File: src/rtl/pvt_scan_monitor_if.sv
// Control, status and readout bundle for pvt_scan_monitor.
// The master side is the host/readout mux; the slave side is the monitor.
interface pvt_scan_monitor_if #(
    parameter int N_CH  = 4,
    parameter int CNT_W = 16,
    parameter int WIN_W = 12
);
    localparam int SEL_W = $clog2(N_CH);

    logic             start;
    logic             continuous;
    logic             clear_stats;
    logic [WIN_W-1:0] win_len;
    logic [SEL_W-1:0] rd_sel;
    logic [1:0]       rd_mode;
    logic [CNT_W-1:0] rd_data;
    logic             busy;
    logic             done;
    logic [N_CH-1:0]  ch_valid;

    modport master (
        output start, continuous, clear_stats, win_len, rd_sel, rd_mode,
        input  rd_data, busy, done, ch_valid
    );

    modport slave (
        input  start, continuous, clear_stats, win_len, rd_sel, rd_mode,
        output rd_data, busy, done, ch_valid
    );
endinterface

File: src/rtl/pvt_scan_monitor.sv
// Ring-oscillator scan sequencer: enables one channel at a time, counts its
// synchronised rising edges over a window of clk cycles and keeps last/min/max
// results per channel behind a single indexed read port.
module pvt_scan_monitor #(
    parameter int N_CH  = 4,
    parameter int CNT_W = 16,
    parameter int WIN_W = 12
) (
    input  logic              clk,
    input  logic              rst_n,
    input  logic [N_CH-1:0]   osc_in,
    output logic [N_CH-1:0]   osc_en,
    pvt_scan_monitor_if.slave bus
);
    localparam int SEL_W = $clog2(N_CH);
    localparam logic [WIN_W-1:0] SETTLE_LAST = WIN_W'(3);
    localparam logic [SEL_W-1:0] CH_LAST     = SEL_W'(N_CH - 1);

    typedef enum logic [2:0] {
        S_IDLE,
        S_SETTLE,
        S_COUNT,
        S_STORE,
        S_FINISH
    } state_t;

    state_t           r_state;
    state_t           w_state_nxt;
    logic [SEL_W-1:0] r_ch;
    logic [WIN_W-1:0] r_win;
    logic [WIN_W-1:0] r_tmr;
    logic [CNT_W-1:0] r_cnt;
    logic             r_cnt_ovf;
    logic [N_CH-1:0]  r_sync1;
    logic [N_CH-1:0]  r_sync2;
    logic [N_CH-1:0]  r_sync3;
    logic [CNT_W-1:0] r_last [N_CH];
    logic [CNT_W-1:0] r_min  [N_CH];
    logic [CNT_W-1:0] r_max  [N_CH];
    logic [N_CH-1:0]  r_valid;
    logic [N_CH-1:0]  r_ovf;

    logic             w_begin_scan;
    logic             w_to_count;
    logic             w_next_ch;
    logic             w_store;
    logic             w_edge;
    logic             w_sel_ok;
    logic [WIN_W-1:0] w_win_eff;

    // A zero window length is run as a one-cycle window.
    assign w_win_eff = (bus.win_len == '0) ? WIN_W'(1) : bus.win_len;
    assign w_edge    = r_sync2[r_ch] & ~r_sync3[r_ch];
    assign w_sel_ok  = ({1'b0, bus.rd_sel} <= (SEL_W + 1)'(N_CH - 1));

    // State register.
    always_ff @(posedge clk or negedge rst_n) begin
        if (!rst_n) begin
            r_state <= S_IDLE;
        end else begin
            r_state <= w_state_nxt;
        end
    end

    // Next-state logic and sequencing strobes.
    always_comb begin
        w_state_nxt  = r_state;
        w_begin_scan = 1'b0;
        w_to_count   = 1'b0;
        w_next_ch    = 1'b0;
        w_store      = 1'b0;
        case (r_state)
            S_IDLE: begin
                if (bus.start) begin
                    w_begin_scan = 1'b1;
                    w_state_nxt  = S_SETTLE;
                end
            end
            S_SETTLE: begin
                if (r_tmr == '0) begin
                    w_to_count  = 1'b1;
                    w_state_nxt = S_COUNT;
                end
            end
            S_COUNT: begin
                if (r_tmr == '0) begin
                    w_state_nxt = S_STORE;
                end
            end
            S_STORE: begin
                w_store = 1'b1;
                if (r_ch == CH_LAST) begin
                    w_state_nxt = S_FINISH;
                end else begin
                    w_next_ch   = 1'b1;
                    w_state_nxt = S_SETTLE;
                end
            end
            S_FINISH: begin
                if (bus.continuous) begin
                    w_begin_scan = 1'b1;
                    w_state_nxt  = S_SETTLE;
                end else begin
                    w_state_nxt = S_IDLE;
                end
            end
            default: w_state_nxt = S_IDLE;
        endcase
    end

    // Status outputs and oscillator enable decoded from the current state.
    always_comb begin
        bus.busy     = (r_state == S_SETTLE) || (r_state == S_COUNT) || (r_state == S_STORE);
        bus.done     = (r_state == S_FINISH);
        bus.ch_valid = r_valid;
        osc_en       = '0;
        if ((r_state == S_SETTLE) || (r_state == S_COUNT)) begin
            osc_en = N_CH'(1) << r_ch;
        end
    end

    // Channel index, latched window length and the shared settle/window down-counter.
    always_ff @(posedge clk or negedge rst_n) begin
        if (!rst_n) begin
            r_ch  <= '0;
            r_win <= WIN_W'(1);
            r_tmr <= '0;
        end else if (w_begin_scan) begin
            r_ch  <= '0;
            r_win <= w_win_eff;
            r_tmr <= SETTLE_LAST;
        end else if (w_next_ch) begin
            r_ch  <= r_ch + 1'b1;
            r_tmr <= SETTLE_LAST;
        end else if (w_to_count) begin
            r_tmr <= r_win - 1'b1;
        end else if (r_tmr != '0) begin
            r_tmr <= r_tmr - 1'b1;
        end
    end

    // Two-flop synchronisers plus one delay stage for rising-edge detection.
    always_ff @(posedge clk or negedge rst_n) begin
        if (!rst_n) begin
            r_sync1 <= '0;
            r_sync2 <= '0;
            r_sync3 <= '0;
        end else begin
            r_sync1 <= osc_in;
            r_sync2 <= r_sync1;
            r_sync3 <= r_sync2;
        end
    end

    // Saturating edge counter for the active channel; cleared outside COUNT.
    always_ff @(posedge clk or negedge rst_n) begin
        if (!rst_n) begin
            r_cnt     <= '0;
            r_cnt_ovf <= 1'b0;
        end else if (r_state == S_COUNT) begin
            if (w_edge) begin
                if (r_cnt == '1) begin
                    r_cnt_ovf <= 1'b1;
                end else begin
                    r_cnt <= r_cnt + 1'b1;
                end
            end
        end else begin
            r_cnt     <= '0;
            r_cnt_ovf <= 1'b0;
        end
    end

    // Per-channel statistics; a STORE in the same cycle as a clear overrides the clear for that channel.
    always_ff @(posedge clk or negedge rst_n) begin
        if (!rst_n) begin
            for (int unsigned i = 0; i < N_CH; i++) begin
                r_last[i] <= '0;
                r_min[i]  <= '1;
                r_max[i]  <= '0;
            end
            r_valid <= '0;
            r_ovf   <= '0;
        end else begin
            if (bus.clear_stats) begin
                for (int unsigned i = 0; i < N_CH; i++) begin
                    r_min[i] <= '1;
                    r_max[i] <= '0;
                end
                r_valid <= '0;
                r_ovf   <= '0;
            end
            if (w_store) begin
                r_last[r_ch]  <= r_cnt;
                r_min[r_ch]   <= (bus.clear_stats || (r_cnt < r_min[r_ch])) ? r_cnt : r_min[r_ch];
                r_max[r_ch]   <= (bus.clear_stats || (r_cnt > r_max[r_ch])) ? r_cnt : r_max[r_ch];
                r_valid[r_ch] <= 1'b1;
                r_ovf[r_ch]   <= r_cnt_ovf | (r_ovf[r_ch] & ~bus.clear_stats);
            end
        end
    end

    // Combinational readout of the selected channel register.
    always_comb begin
        bus.rd_data = '0;
        if (w_sel_ok) begin
            case (bus.rd_mode)
                2'b00:   bus.rd_data = r_last[bus.rd_sel];
                2'b01:   bus.rd_data = r_min[bus.rd_sel];
                2'b10:   bus.rd_data = r_max[bus.rd_sel];
                default: bus.rd_data = {r_ovf[bus.rd_sel], r_valid[bus.rd_sel], {(CNT_W - 2){1'b0}}};
            endcase
        end
    end
endmodule

File: src/flat_wrapper.sv
// flat-port wrapper written by rule: the top's interface ports become plain ports
module pvt_scan_monitor_flat 
#(
    parameter int N_CH  = 4,
    parameter int CNT_W = 16,
    parameter int WIN_W = 12
)
  (clk, rst_n, osc_in, osc_en, bus_start, bus_continuous, bus_clear_stats, bus_win_len, bus_rd_sel, bus_rd_mode, bus_rd_data, bus_busy, bus_done, bus_ch_valid);
  pvt_scan_monitor_if #(.N_CH(N_CH), .CNT_W(CNT_W), .WIN_W(WIN_W)) bus_i ();
  input  logic clk;
  input  logic rst_n;
  input  logic [N_CH-1:0] osc_in;
  output logic [N_CH-1:0] osc_en;
  input wire logic [$bits(bus_i.start)-1:0] bus_start;
  input wire logic [$bits(bus_i.continuous)-1:0] bus_continuous;
  input wire logic [$bits(bus_i.clear_stats)-1:0] bus_clear_stats;
  input wire logic [$bits(bus_i.win_len)-1:0] bus_win_len;
  input wire logic [$bits(bus_i.rd_sel)-1:0] bus_rd_sel;
  input wire logic [$bits(bus_i.rd_mode)-1:0] bus_rd_mode;
  output wire logic [$bits(bus_i.rd_data)-1:0] bus_rd_data;
  output wire logic [$bits(bus_i.busy)-1:0] bus_busy;
  output wire logic [$bits(bus_i.done)-1:0] bus_done;
  output wire logic [$bits(bus_i.ch_valid)-1:0] bus_ch_valid;
  assign bus_i.start = bus_start;
  assign bus_i.continuous = bus_continuous;
  assign bus_i.clear_stats = bus_clear_stats;
  assign bus_i.win_len = bus_win_len;
  assign bus_i.rd_sel = bus_rd_sel;
  assign bus_i.rd_mode = bus_rd_mode;
  assign bus_rd_data = bus_i.rd_data;
  assign bus_busy = bus_i.busy;
  assign bus_done = bus_i.done;
  assign bus_ch_valid = bus_i.ch_valid;
  pvt_scan_monitor #(.N_CH(N_CH), .CNT_W(CNT_W), .WIN_W(WIN_W)) u_core (.clk(clk), .rst_n(rst_n), .osc_in(osc_in), .osc_en(osc_en), .bus(bus_i));
endmodule
File: config.mk
export PLATFORM = sky130hd
export DESIGN_NAME = pvt_scan_monitor_flat
export DESIGN_NICKNAME = d
export VERILOG_FILES = /design/src/rtl/pvt_scan_monitor_if.sv /design/src/rtl/pvt_scan_monitor.sv /design/src/flat_wrapper.sv
export SDC_FILE = /design/constraint.sdc
export NUM_CORES = 1
export LEC_CHECK = 0
export CAP_MARGIN = 20
export CORE_AREA = 5 5 170 172
export CTS_BUF_LIST = sky130_fd_sc_hd__clkbuf_4 sky130_fd_sc_hd__clkbuf_8
export CTS_CLUSTER_DIAMETER = 30
export DETAILED_ROUTE_END_ITERATION = 8
export DIE_AREA = 0 0 175 177
export PLACE_DENSITY = 0.76
export REMOVE_ABC_BUFFERS = 1
export SYNTH_ARGS = -nofsm -noshare
export SYNTH_HDL_FRONTEND = slang
export SYNTH_SLANG_ARGS = --single-unit
File: constraint.sdc
create_clock -name clk -period 7.65 [get_ports clk]
set_input_delay 1.9125 -clock clk [delete_from_list [all_inputs] [get_ports clk]]
set_output_delay 1.9125 -clock clk [all_outputs]
set_load 0.01 [all_outputs]
* Word-level counts from Yosys, hierarchy flattened
Cells that the tools add are included.
** Operators by class
- Add/sub/neg operators :: 4
- $lt $le $gt $ge :: 8
- Equality and inequality tests :: 14
- Shift operators :: 1
- Muxes and demuxes :: 72
- Bitwise gates (word level) :: 8
- Reductions and logical operators :: 16
** Operator list (number)
- two-way mux 16 bit :: 16
- two-way mux 64 bit :: 4
- bitwise mux 64 bit :: 3
- binary-select mux 16 bit (select 2 bit) :: 5
- two-way mux 12 bit :: 5
- one-hot mux 16 bit (3 select lines) :: 1
- demux 16 bit (select 2 bit) :: 1
- zero test 12 bit :: 2
- subtractor 12 x 1 -> 12 bit, second input constant :: 2
- two-way mux 4 bit :: 5
- two-way mux 1 bit :: 17
- adder 16 x 1 -> 16 bit, second input constant :: 1
- == test 16 bit, second input constant :: 1
- > comparator 16 bit :: 1
- less-than comparator 16 bit :: 1
- one-hot mux 3 bit (5 select lines) :: 1
- two-way mux 3 bit :: 4
- nonzero test 12 bit :: 1
- binary-select mux 1 bit (select 2 bit) :: 5
- == test 3 x 2 -> 1 bit, second input constant :: 2
- greater-or-equal comparator 3 bit, second input constant :: 2
- less-than comparator 2 x 3 -> 1 bit, second input constant :: 2
- != test 2 x 1 -> 1 bit, second input constant :: 3
- != test 2 bit, second input constant :: 3
- 25 further kinds :: 35
** Storage, ports and cells
- Register bits after elaboration :: 258
- Bits of input ports :: 25
- Output and inout port bits :: 26
- Logic and storage cells :: 146

* Depth between registers and ports, before layout
- Depth in word-level cells :: 9
- Gate-level depth with buffers :: 16
- Mapped depth without buffers :: 11

* Worst setup path after synthesis
Ideal clock, no wire load.
- Path kind :: in2out
- From :: input bus_rd_sel[0]
- To :: output bus_rd_data[10]
- Arrival time :: 3572 ps
- Data required time :: 5738 ps
- Slack :: 2166 ps
- Cell stages on the path :: 6
- Path buffers :: 3
- Cells stage by stage :: clkbuf_1 -> buf_2 -> buf_2 -> mux4_2 -> mux2i_1 -> o22ai_1
** Between the ends
- Cells in the longest elaborated chain, start to end :: 5
- Elaborated cells between the ends (all ways) :: 11
- Those cells by class :: mux (10); bitwise (1)
** Ends and longest elaborated chain
- start, declared :: RTL line flat_wrapper.sv:18 : input wire logic [$bits(bus_i.rd_sel)-1:0] bus_rd_sel;
- NOT 2 -> 3 bit (implied by the code) * :: RTL line pvt_scan_monitor.sv:208, pvt_scan_monitor.sv:209, pvt_scan_monitor.sv:210
- binary-select mux 16 bit (select 2 bit) (on tied branches) :: RTL line pvt_scan_monitor.sv:210, pvt_scan_monitor.sv:208, pvt_scan_monitor.sv:209
- two-way mux 16 bit (on tied branches) (2 in a row) :: RTL line pvt_scan_monitor.sv:210, pvt_scan_monitor.sv:208, pvt_scan_monitor.sv:209
- one-hot mux 16 bit (3 select lines) * :: RTL line pvt_scan_monitor.sv:207 : case (bus.rd_mode)
- end, declared :: RTL line flat_wrapper.sv:20 : output wire logic [$bits(bus_i.rd_data)-1:0] bus_rd_data;
Every way passes the cells marked *; elsewhere a longest branch is shown, timed or not. The select of a mux whose other input is x is not followed.

* Worst setup path in the final report
- From :: input bus_rd_mode[1]
- To :: output bus_rd_data[3]
** Between the ends
- Cells in the longest elaborated chain, start to end :: 2
- Elaborated cells between the ends (all ways) :: 4
- Those cells by class :: eq/ne (2); mux (1); reduce/logical (1)
** Ends and longest elaborated chain
- start, declared :: RTL line flat_wrapper.sv:19 : input wire logic [$bits(bus_i.rd_mode)-1:0] bus_rd_mode;
- == test 2 bit, or another cell as far along :: RTL line pvt_scan_monitor.sv:207
- one-hot mux 16 bit (3 select lines) * :: RTL line pvt_scan_monitor.sv:207
Every way passes the cells marked *; elsewhere a longest branch is shown, timed or not.

==> metrics.yaml <==
cp_data_required_time_ns: 5.74
cts_sinks: 258
final_area_um2: 16700
drv_cap: 0
cts.clk_slew.worst_paths_ns: 0.05
place.gp.congestion: 0.923
grt_pass1_wl_um: 72100
diodes: 0
worstHoldStart: "u_core.r_sync1[2]"
clockRootBuffer: "clkbuf_8"
port_buffers: 50
synth_edf_count: 0
ys_ff_latch: 258
cts_resized: 0
fin_crit_ns: 6.43
dieArea_um2: 31000
track_usage: 0.295
status: "complete, no violations"
die_width_um: 175
drt-total-wl_um: 46000
post_cts_buffers: 0
irDropWorstVdd_mv: 0.200
ys.flop_type: "dfrtp_1"
synth_cells: 1465
core_area_um2: 27300
min-delay-path-class: "flip-flop to flip-flop"
worstPathMaxFanout: 17
whs_ns: 0.345
ioPinCount: 51
drc_errors: 0
route.vias.total: 12986
finalCritPeriodShare: 0.840
netlist.area_leader.share: 0.328
synthesis.area_um2: 14700
yosysMostFrequentCell: "nand2_1"
r2r-end: "u_core.r_max[9]"
dp.cells: 1767
ys_warn_count: 0
detail-route-antenna-nets: 0
synth_cell_types: 66
crit_arrival_ns: 4.52
drive_gt1_frac: 0.204
syn2layout_area_growth_pct: 13.5
r2r-start: "u_core.r_ch[0]"
yosysSeqAreaShare: 0.444
dr.pass1.iters: 8
finClkSkew_ns: 0.0344
clock_tree.buffer_depth: 3
hold_path_end: "u_core.r_sync2[2]"
max_slew_margin: 0.159
power.leakage_nw: 7.06
finalNonFillerCells: 1876
synth_top_cell_by_area: "dfrtp_1"
drt_iter0_drc: 1755
placed_cell_area_um2: 15300
antenna_found_initial: 0
grt_max_degree: 141
hold_path_depth: 0
routedWlPerCell_um: 24.5
tns_ns: 0
rows: 61
report.final.slew_viol_count: 0
p_per_area_nw_per_um2: 250
rrSetupSlack_ns: 2.95
cts_tree: "yes"
synth_common_cells: "nand2_1, dfrtp_1, nor2_1"
r2r_cells: 10
tritoncts.num_buffers: 56
syn_area_per_cell_um2: 10.0
async_flop_share: 1.00
grt_overflow: 0
setup_viol_count_final: 0
fp.dieH_um: 177
htreeDepth: 2
clkLatencyLatePin_ns: 0.61
rsz0062_at_grt: "no"
routed_via_density: 6.92
worstSetupPathType: "input port to output pin"
final_hold_viol_count: 0
dp_hpwl_um: 27000
tightest_slew_ns: 1.26
final_nets: 1544
grt_pass1_vias: 12981
holdBufCountCts: 0
start_kind: "input port"
clock.fmax_ghz: 0.156
end_kind: "output pin"
ys_top_cells_by_area: "dfrtp_1, mux4_2, dfstp_2"
start_util: 0.539
[where the power goes]
part | total, mW | switching (mW) | internal, mW
registers | 1.60 | 0.125 | 1.48
clock network | 1.75 | 0.675 | 1.07
logic | 0.832 | 0.527 | 0.305
[sequential cells by signal, summed over array words and instances, names as in the netlist, 3 cells and up]
| name | flops |
|---|---|
| u_core.r_sync1 | 4 |
| u_core.r_ovf | 4 |
| u_core.r_state | 3 |
| u_core.r_win | 12 |
| u_core.r_max | 64 |
| u_core.r_sync2 | 4 |
| u_core.r_min | 64 |
| u_core.r_sync3 | 4 |
| u_core.r_last | 64 |
| u_core.r_tmr | 12 |
| u_core.bus.ch_valid | 4 |
| u_core.r_cnt | 16 |
[metrics by stage]
stage,setup slack (ns),utilization,total power [mW]
6_report,1.22,0.612,4.18
5_1_grt,1.25,0.612,4.35
4_1_cts,1.33,0.610,4.18
3_5_place_dp,1.33,0.561,2.43
3_3_place_gp,1.35,0.560,2.41
2_1_floorplan,2.48,-,2.09
[cells in the final DEF, fill, tap and decap left out, types with 37 or more instances in the layout]
cell | synthesis | final
mux4_2 | 83 | 83
ha_1 | 37 | 37
dfrtp_1 | 193 | 191
nand2_1 | 254 | 254
clkbuf_8 | 0 | 68
a31oi_1 | 70 | 70
nor2_1 | 115 | 115
dfstp_2 | 65 | 65
nand3_1 | 86 | 85
a21oi_1 | 78 | 78
a221o_1 | 53 | 53
clkdlybuf4s50_1 | 0 | 46
inv_1 | 53 | 52
[final cells by class]
| cell class | count | area [um^2] |
|---|---|---|
| Clock buffer | 80 | 1030 |
| Clock inverter | 26 | 303 |
| Fill cell | 2186 | 10600 |
| Inverter | 55 | 206 |
| Multi-Input combinational cell | 1034 | 7460 |
| Sequential cell | 258 | 6540 |
| Tap cell | 346 | 433 |
| Timing Repair Buffer | 77 | 739 |
[per-layer routing]
metal  vias to the layer above  share of wire  global-route usage
li1                       5424              -                   -
met5                         -              0                   0
met3                       175           0.12              0.0771
met4                         0          0.043               0.147
met2                       962           0.46               0.456
met1                      6425           0.38               0.391
[worst max-delay path: stages]
cell and delay [ns]:
clkdlybuf4s50_1 0.47, buf_4 0.31, nand2b_1 0.63, o22ai_1 0.56, clkdlybuf4s50_1 0.61
[worst max path at each step]
stage              startpoint               end  slack, ns  depth (start not counted)
2_1_floorplan  u_core.r_ch[0]  u_core.r_max[53]       2.48                          9
3_3_place_gp   bus_rd_mode[1]    bus_rd_data[2]       1.35                          5
3_5_place_dp   bus_rd_mode[1]    bus_rd_data[3]       1.33                          5
4_1_cts        bus_rd_mode[1]    bus_rd_data[2]       1.33                          5
5_1_grt        bus_rd_mode[1]   bus_rd_data[12]       1.25                          5
6_report       bus_rd_mode[1]    bus_rd_data[3]       1.22                          5
[cell families (layout without fill, tap and decap cells)]
logic type / Yosys count / in the layout / synth area share
compound gates: 330 / 330 / 0.152
xor+xnor: 21 / 21 / 0.0125
fa+ha+maj: 37 / 37 / 0.0314
buf+inv: 173 / 238 / 0.0497
flops: 258 / 258 / 0.444
mux: 117 / 117 / 0.151
simple gates: 529 / 529 / 0.159
No activity file was read; power rests on OpenSTA's default activity.
